`src/rtl/keypad_operand_loader.sv`:
```
// keypad_operand_loader: scans a 4x4 hex keypad and debounces full scan frames.
// Accepted hex digits build operand A and then operand B, eight digits each, MSB nibble first.
// The finished operand pair is offered to the floating-point adder on a valid/ready handshake.
module keypad_operand_loader #(
  parameter int SCAN_DIV       = 1000,
  parameter int DEBOUNCE_SCANS = 4
) (
  input  logic        clk,
  input  logic        rst,
  input  logic [3:0]  col_line,
  output logic [3:0]  row_line,
  output logic [31:0] op_a,
  output logic [31:0] op_b,
  output logic        op_valid,
  input  logic        op_ready,
  output logic        entry_sel,
  output logic [3:0]  digit_cnt,
  output logic        key_strobe,
  output logic [3:0]  key_code
);

  localparam int SW = $clog2(SCAN_DIV);
  localparam logic [3:0] DEB = 4'(DEBOUNCE_SCANS);

  typedef enum logic [1:0] {ENTER_A, ENTER_B, ISSUE} state_t;

  // Frame result: 0 = NONE, 1 = SINGLE, 2 = MULTI (more than one bit seen).
  typedef logic [1:0] seen_t;

  state_t          state, state_nxt;
  logic [SW-1:0]   slot_cnt;
  seen_t           acc_cnt, merged_cnt;
  logic [3:0]      acc_code, merged_code;
  logic [3:0]      cand, cand_nxt;
  logic [3:0]      stable_cnt, stable_nxt;
  logic [3:0]      none_cnt, none_nxt;
  logic            armed, armed_nxt;
  logic            accept;

  logic            slot_end, frame_end;
  logic [1:0]      row_idx, col_idx;
  logic [2:0]      col_bits, seen_sum;

  logic [31:0]     op_a_nxt, op_b_nxt;
  logic            op_valid_nxt, entry_sel_nxt;
  logic [3:0]      digit_cnt_nxt;
  logic            last_digit;

  assign slot_end  = (slot_cnt == SW'(SCAN_DIV - 1));
  assign frame_end = slot_end && row_line[3];

  // Decode the driven row and the sensed column, and count the sensed bits in this slot.
  always_comb begin
    row_idx = 2'd0;
    unique case (row_line)
      4'b0010: row_idx = 2'd1;
      4'b0100: row_idx = 2'd2;
      4'b1000: row_idx = 2'd3;
      default: row_idx = 2'd0;
    endcase
    col_idx = 2'd0;
    if (col_line[0])      col_idx = 2'd0;
    else if (col_line[1]) col_idx = 2'd1;
    else if (col_line[2]) col_idx = 2'd2;
    else if (col_line[3]) col_idx = 2'd3;
    col_bits = {2'b00, col_line[0]} + {2'b00, col_line[1]}
             + {2'b00, col_line[2]} + {2'b00, col_line[3]};
  end

  // Merge this slot's sample into the frame accumulator (count saturates at MULTI).
  always_comb begin
    seen_sum    = {1'b0, acc_cnt} + col_bits;
    merged_cnt  = (seen_sum >= 3'd2) ? seen_t'(2) : seen_sum[1:0];
    merged_code = (acc_cnt == 2'd0) ? {col_idx, row_idx} : acc_code;
  end

  // Debounce decision at frame end: candidate tracking, re-arm on a NONE run, single accept.
  always_comb begin
    cand_nxt   = cand;
    stable_nxt = stable_cnt;
    none_nxt   = none_cnt;
    armed_nxt  = armed;
    accept     = 1'b0;
    if (frame_end) begin
      unique case (merged_cnt)
        2'd0: begin
          stable_nxt = 4'd0;
          none_nxt   = (none_cnt == 4'hF) ? none_cnt : none_cnt + 4'd1;
          if (none_nxt >= DEB) armed_nxt = 1'b1;
        end
        2'd1: begin
          none_nxt = 4'd0;
          if (merged_code == cand) begin
            stable_nxt = (stable_cnt == 4'hF) ? stable_cnt : stable_cnt + 4'd1;
          end else begin
            cand_nxt   = merged_code;
            stable_nxt = 4'd1;
          end
        end
        default: begin
          stable_nxt = 4'd0;
          none_nxt   = 4'd0;
        end
      endcase
      if (armed && stable_nxt >= DEB) begin
        accept    = 1'b1;
        armed_nxt = 1'b0;
      end
    end
  end

  // Scan and debounce registers; these run continuously in every entry state.
  // NOTE: every clocked block uses non-blocking assignments so all registers update from pre-edge values.
  always_ff @(posedge clk or posedge rst) begin
    if (rst) begin
      slot_cnt   <= '0;
      row_line   <= 4'b0001;
      acc_cnt    <= 2'd0;
      acc_code   <= 4'd0;
      cand       <= 4'd0;
      stable_cnt <= 4'd0;
      none_cnt   <= 4'd0;
      armed      <= 1'b1;
      key_strobe <= 1'b0;
      key_code   <= 4'd0;
    end else begin
      key_strobe <= accept;
      if (accept) key_code <= cand_nxt;
      cand       <= cand_nxt;
      stable_cnt <= stable_nxt;
      none_cnt   <= none_nxt;
      armed      <= armed_nxt;
      if (slot_end) begin
        slot_cnt <= '0;
        row_line <= {row_line[2:0], row_line[3]};
        if (frame_end) begin
          acc_cnt  <= 2'd0;
          acc_code <= 4'd0;
        end else begin
          acc_cnt  <= merged_cnt;
          acc_code <= merged_code;
        end
      end else begin
        slot_cnt <= slot_cnt + SW'(1);
      end
    end
  end

  // Entry FSM next state and datapath next values; every output gets a default first.
  // NOTE: the defaults hold every value, so no path through this block can infer a latch.
  always_comb begin
    state_nxt     = state;
    op_a_nxt      = op_a;
    op_b_nxt      = op_b;
    op_valid_nxt  = op_valid;
    entry_sel_nxt = entry_sel;
    digit_cnt_nxt = digit_cnt;
    last_digit    = (digit_cnt == 4'd7);
    unique case (state)
      ENTER_A: begin
        if (accept) begin
          op_a_nxt = (digit_cnt == 4'd0) ? {28'h0, cand_nxt} : {op_a[27:0], cand_nxt};
          if (last_digit) begin
            digit_cnt_nxt = 4'd0;
            entry_sel_nxt = 1'b1;
            state_nxt     = ENTER_B;
          end else begin
            digit_cnt_nxt = digit_cnt + 4'd1;
          end
        end
      end
      ENTER_B: begin
        if (accept) begin
          op_b_nxt = (digit_cnt == 4'd0) ? {28'h0, cand_nxt} : {op_b[27:0], cand_nxt};
          if (last_digit) begin
            digit_cnt_nxt = 4'd0;
            op_valid_nxt  = 1'b1;
            state_nxt     = ISSUE;
          end else begin
            digit_cnt_nxt = digit_cnt + 4'd1;
          end
        end
      end
      ISSUE: begin
        if (op_valid && op_ready) begin
          op_valid_nxt  = 1'b0;
          entry_sel_nxt = 1'b0;
          state_nxt     = ENTER_A;
        end
      end
      default: state_nxt = ENTER_A;
    endcase
  end

  // Entry FSM state and operand registers.
  always_ff @(posedge clk or posedge rst) begin
    if (rst) begin
      state     <= ENTER_A;
      op_a      <= 32'h0;
      op_b      <= 32'h0;
      op_valid  <= 1'b0;
      entry_sel <= 1'b0;
      digit_cnt <= 4'd0;
    end else begin
      state     <= state_nxt;
      op_a      <= op_a_nxt;
      op_b      <= op_b_nxt;
      op_valid  <= op_valid_nxt;
      entry_sel <= entry_sel_nxt;
      digit_cnt <= digit_cnt_nxt;
    end
  end

endmodule

```
`config.mk`:
```
export PLATFORM = sky130hd
export DESIGN_NAME = keypad_operand_loader
export DESIGN_NICKNAME = d
export VERILOG_FILES = /design/src/rtl/keypad_operand_loader.sv
export SDC_FILE = /design/constraint.sdc
export NUM_CORES = 1
export LEC_CHECK = 0
export ABC_AREA = 1
export BUFFER_PORTS_ARGS = -buffer_cell sky130_fd_sc_hd__buf_4
export CAP_MARGIN = 20
export CELL_PAD_IN_SITES_DETAIL_PLACEMENT = 2
export CELL_PAD_IN_SITES_GLOBAL_PLACEMENT = 2
export CORE_AREA = 2 2 121 147
export DETAILED_ROUTE_END_ITERATION = 12
export DIE_AREA = 0 0 123 149
export PLACE_DENSITY = 0.83
export SLEW_MARGIN = 20
export SYNTH_ARGS = -nofsm -noshare
export SYNTH_HDL_FRONTEND = slang
export SYNTH_SLANG_ARGS = --single-unit
```
`constraint.sdc`:
```
create_clock -name clk -period 3 [get_ports clk]
set_clock_uncertainty 0.2 [all_clocks]
set_input_delay 0 -clock clk [delete_from_list [all_inputs] [get_ports clk]]
set_output_delay 0 -clock clk [all_outputs]
set_load 0.02 [all_outputs]
```
==> metrics.txt, run 1 <==
syn_area_per_cell=8.64 um2; post-route setup slack=-150 ps; Worst EP arrival=3190 ps; most frequent cells in the layout=163 x nand2_1, 113 x buf_4, 108 x dfrtp_1; row count=53; DR iter-0 viols=195; Antenna diodes=0; ys flop type=dfrtp_1; largest net degree at the start of global routing=62; total CTS buffers=9; fin crit period=3150 ps; worst reg2reg path startpoint=acc_cnt[0]; commonest non-fill, non-tap cell in the layout=nand2_1; Top Ports=86; Initial Util=0.293; Worst Hold Class=input port to asynchronous set/reset pin; Sum Neg Setup Slack=-5380 ps; EDFF count, synth=0; Leakage=3.43 nW; crit-path max cell delay=440 ps; Slew headroom=0.551; multi-input logic area=2030 um2; fin area=6680 um2; pwr dens=428 nW/um2; violated checks=negative setup slack; total design power=2.86 mW; clock slew at reported path FFs=80 ps; status=finished with violations; slowest stage cell, crit path=fa_1; final net count=712; Synth Warn #=0; Placed Area=6060 um2; fmax=317 MHz; Core ar.=17100 um2; area of the mapped netlist=5010 um2; Req. time, crit path=3040 ps; CP Cell Sequence=fa_2 -> fa_1 -> or2_4 -> nor2_4 -> o21ai_1 -> a31oi_1 -> nand3_1 -> nand2_2 -> buf_4 -> nand4_4 -> clkbuf_16 -> nand2_1 -> o21ai_1; crit end category=flop; dpl hpwl=11700 um; clk sinks=110; register area=2760 um2; Final Hold Viols=0; fin cells=921; total wire length=17700 um; Netlist cell types=36; initial antenna violation count=0; Final Max Slew Viols=0; die width=123 um; Post-synth ARST share=1.00; layout cells sized above 1=0.248; Clock Tree Buf Depth=2; startpoint types=flop; Cells after Synth=580; DRC Markers=0; drt wl/cell=19.2 um; Syn-to-layout area delta=33.4%; via count=4655; reg2reg path depth=13; Critical Path Start=acc_cnt[0]; CTS tree=yes; Seq cells post-synth=110; flop2flop setup slack=-150 ps; CP top delay family=simple AND/OR/NAND/NOR gates; first-pass GRT wire length=27800 um; H-tree depth=3; Fillers=1918; most used cell, CP=o21ai_1; gr ovfl total=0; Die Ht=149 um; sequential area share after synthesis=0.550; placed cell count=887; Final Cycle Share=1.05; CP max FO=30; RSZ-0062 raised after global routing=yes; All-Layer GR Usage=0.194; kind of critical path=flop to flop; Crit path buffers/inverters=2; worst vdd ir=0.000218 V; Via density=5.05; worst skew pair latency=370 ps; Root Driver=clkbuf_16; hold_ws=13.4 ps; ANT nets after route=0; total of max-cap violations=0; Post-Syn Nets=595; DR pass1 iterations=4; vias in the first global route=5129; reg2reg end=op_a[1]; worst-margin pin slew=669 ps; I/O Buffers=85; # setup viols final=70; Die ar.=18300 um2; Final GP Congestion=0.796
[through the flow]
step / util / setup slack (ps)
after global routing: 0.391 / -339
after floorplan: - / 59.4
after CTS: 0.384 / -83.4
after detailed placement: 0.354 / -378
final: 0.391 / -150
after global placement: 0.354 / -183
[layer usage]
layer	GRT usage	share of wire
met5	0	0
met4	0.0608	0.024
met3	0.0271	0.037
met2	0.360	0.54
met1	0.228	0.40
[worst min-delay path: cells and delay by family]
family / cells / cell delay (ps)
buffers and inverters: 3 / 980
[worst max path at each step]
stage | to | slack, ps | cells after the start
after global routing | op_a[1] | -340 | 13
after global placement | op_b[3] | -180 | 15
after detailed placement | op_b[2] | -380 | 14
after CTS | op_b[31] | -80 | 13
final | op_a[1] | -150 | 13
after floorplan | op_b[31] | 60 | 13
[cells in the mapped netlist (3+ instances only)]
cell type	n	share of area
a21oi_1	11	0.011
nor3_1	9	0.0090
inv_1	49	0.037
xor2_1	3	0.0052
clkbuf_2	3	0.0030
ha_1	5	0.012
or2_1	3	0.0037
dfrtp_1	108	0.54
nor2_1	24	0.018
o21ai_1	35	0.035
o22ai_1	3	0.0037
clkbuf_1	10	0.0075
fa_1	3	0.012
nor2_4	3	0.0067
nand4_1	6	0.0075
nand2_1	166	0.12
o21ai_0	52	0.052
buf_6	3	0.0067
nand3_1	56	0.056
buf_2	6	0.0060
[what timing repair did]
item,CTS,global route
buffers inserted,9,5
hold buffers,2,0
endpoints found under the setup margin,74,77
pin swaps,2,4
endpoints found under the hold margin,39,0
gates resized for setup,19,27
cloned,3,1
[sequential cells by signal, summed over array words and instances (netlist names), 2 cells and up]
| signal | cells |
|---|---|
| none_cnt | 4 |
| slot_cnt | 10 |
| state | 2 |
| op_a | 32 |
| op_b | 32 |
| stable_cnt | 4 |
| cand | 4 |
| acc_cnt | 2 |
| key_code | 4 |
| acc_code | 4 |
| digit_cnt | 4 |
| row_line | 4 |
[where the power goes]
group / switching (mW) / internal, mW
clock network: 0.585 / 0.648
logic: 0.0854 / 0.0605
registers: 0 / 1.48
[cell type report]
class / instances / share of cell area
clock buffer: 10 / 0.0343
clock inverter: 5 / 0.00899
inverter: 51 / 0.0296
multi-input combinational: 397 / 0.304
sequential: 110 / 0.412
tap: 220 / 0.0412
timing repair buffer: 128 / 0.170
[logic make-up after synthesis]
kind of cell / count (synthesis) / synth area share
simple gates: 278 / 0.245
mux: 1 / 0.00200
buf+inv: 73 / 0.0615
compound gates: 107 / 0.111
xor+xnor: 3 / 0.00525
flops: 110 / 0.550
fa+ha+maj: 8 / 0.0245
(Power assumes the default switching activity.)
==> run 2, diff against run 1 <==
==> constraint.sdc (replaced) <==
create_clock -name clk -period 3 [get_ports clk]
set_clock_uncertainty 0.2 [all_clocks]
set_input_delay 0.3 -clock clk [delete_from_list [all_inputs] [get_ports clk]]
set_output_delay 0.3 -clock clk [all_outputs]
set_load 0.02 [all_outputs]
==> metrics.txt, run 2 (synthesis results as in run 1) <==
total wire length=16100 um; Largest regs=op_a (32), op_b (32), slot_cnt (10); Leakage=3.44 nW; worst skew pair latency=360 ps; fin cells=912; Syn-to-layout area delta=32.8%; die width=123 um; Final Hold Viols=0; H-tree depth=3; drt wl/cell=17.6 um; Clock Tree Buf Depth=2; flop2flop setup slack=-20 ps; fin crit period=3150 ps; # setup viols final=65; Req. time, crit path=3090 ps; crit end category=flop; Final GP Congestion=0.807; violated checks=negative setup slack; total CTS buffers=9; total design power=2.88 mW; vias in the first global route=4955; Placed Area=6030 um2; Top Ports=86; Fillers=1899; kind of critical path=input port to flop; startpoint types=input port; Worst Hold Class=input port to flop; Worst EP arrival=3240 ps; placed cell count=884; Endpoint, Worst Hold=state[1]; total of max-cap violations=0; reg2reg end=op_b[29]; Root Driver=clkbuf_16; post-route setup slack=-149 ps; DR pass1 iterations=4; Final Cycle Share=1.05; final net count=702; RSZ-0062 raised after global routing=yes; largest net degree at the start of global routing=111; initial antenna violation count=0; reg2reg path depth=14; dpl hpwl=10900 um; gr ovfl total=0; DRC Markers=0; Initial Util=0.293; clk sinks=110; Die ar.=18300 um2; ANT nets after route=0; I/O Buffers=85; most frequent cells in the layout=155 x nand2_1, 108 x dfrtp_1, 104 x buf_4; Via density=4.94; first-pass GRT wire length=25800 um; All-Layer GR Usage=0.178; DR iter-0 viols=247; status=finished with violations; via count=4508; pwr dens=433 nW/um2; Slew headroom=0.321; commonest non-fill, non-tap cell in the layout=nand2_1; row count=53; worst vdd ir=0.000236 V; fin area=6650 um2; Antenna diodes=0; hold_ws=110 ps; worst-margin pin slew=1020 ps; Final Max Slew Viols=0; layout cells sized above 1=0.254; worst reg2reg path startpoint=acc_cnt[0]; CTS tree=yes; clock slew at reported path FFs=70 ps; worst hold stages=4; Die Ht=149 um; Core ar.=17100 um2; CP max FO=6; HP Start=op_ready; fmax=318 MHz
run 2: metal layers:
metal / GRT usage / routed length, um / share of wire / vias to the layer above
met5: 0 / 0 / 0 / -
met4: 0.0420 / 150 / 0.0093 / 0
met3: 0.0271 / 520 / 0.032 / 10
met2: 0.328 / 8670 / 0.54 / 76
met1: 0.216 / 6730 / 0.42 / 2304
li1: - / - / - / 2118
run 2: timing repair:
item	CTS	global route
pin swaps	0	12
hold buffers	1	0
setup endpoints to repair	72	77
hold endpoints to repair	108	0
cloned	2	1
resized for setup	10	42
buffers inserted	8	2
run 2: cell type report:
cell class	count	area, um2	area share
Clock buffer	12	256	0.0386
Tap cell	220	275	0.0414
Timing Repair Buffer	118	1010	0.152
Inverter	51	200	0.0301
Clock inverter	4	55.1	0.00828
Sequential cell	110	2760	0.414
Multi-Input combinational cell	397	2100	0.316
run 2: critical path, stage by stage:
cell	delay (ps)
buf_8	100
fa_1	500
fa_2	360
fa_1	440
or2_4	260
nor2_4	110
o21ai_2	60
a31oi_1	140
nand3_1	120
nand2_2	120
nand2_4	90
nor2_8	180
buf_12	140
buf_16	120
nand3_1	100
nand2_1	110
run 2: worst max-delay path by stage:
| stage | slack (ps) | end | cells after the start | startpoint |
|---|---|---|---|---|
| 2_1_floorplan | -160 | op_b[10] | 13 | col_line[0] |
| 3_3_place_gp | -420 | op_b[31] | 15 | col_line[0] |
| 3_5_place_dp | -530 | op_b[25] | 15 | col_line[0] |
| 4_1_cts | -150 | op_b[29] | 15 | col_line[0] |
| 5_1_grt | -310 | op_b[29] | 16 | col_line[1] |
| 6_report | -150 | op_b[29] | 16 | col_line[1] |
run 2: power breakdown:
group,switching (mW),internal (mW)
registers,0,1.48
clock network,0.573,0.698
logic,0.0793,0.0461
run 2: metrics by stage:
step                      utilization  TNS [ps]  worst slack [ps]
after floorplan                     -     -9980              -162
after global placement          0.352    -27590              -416
after detailed placement        0.352    -34030              -530
after CTS                       0.380     -7370              -152
after global routing            0.389    -17670              -314
final                           0.389     -4830              -149
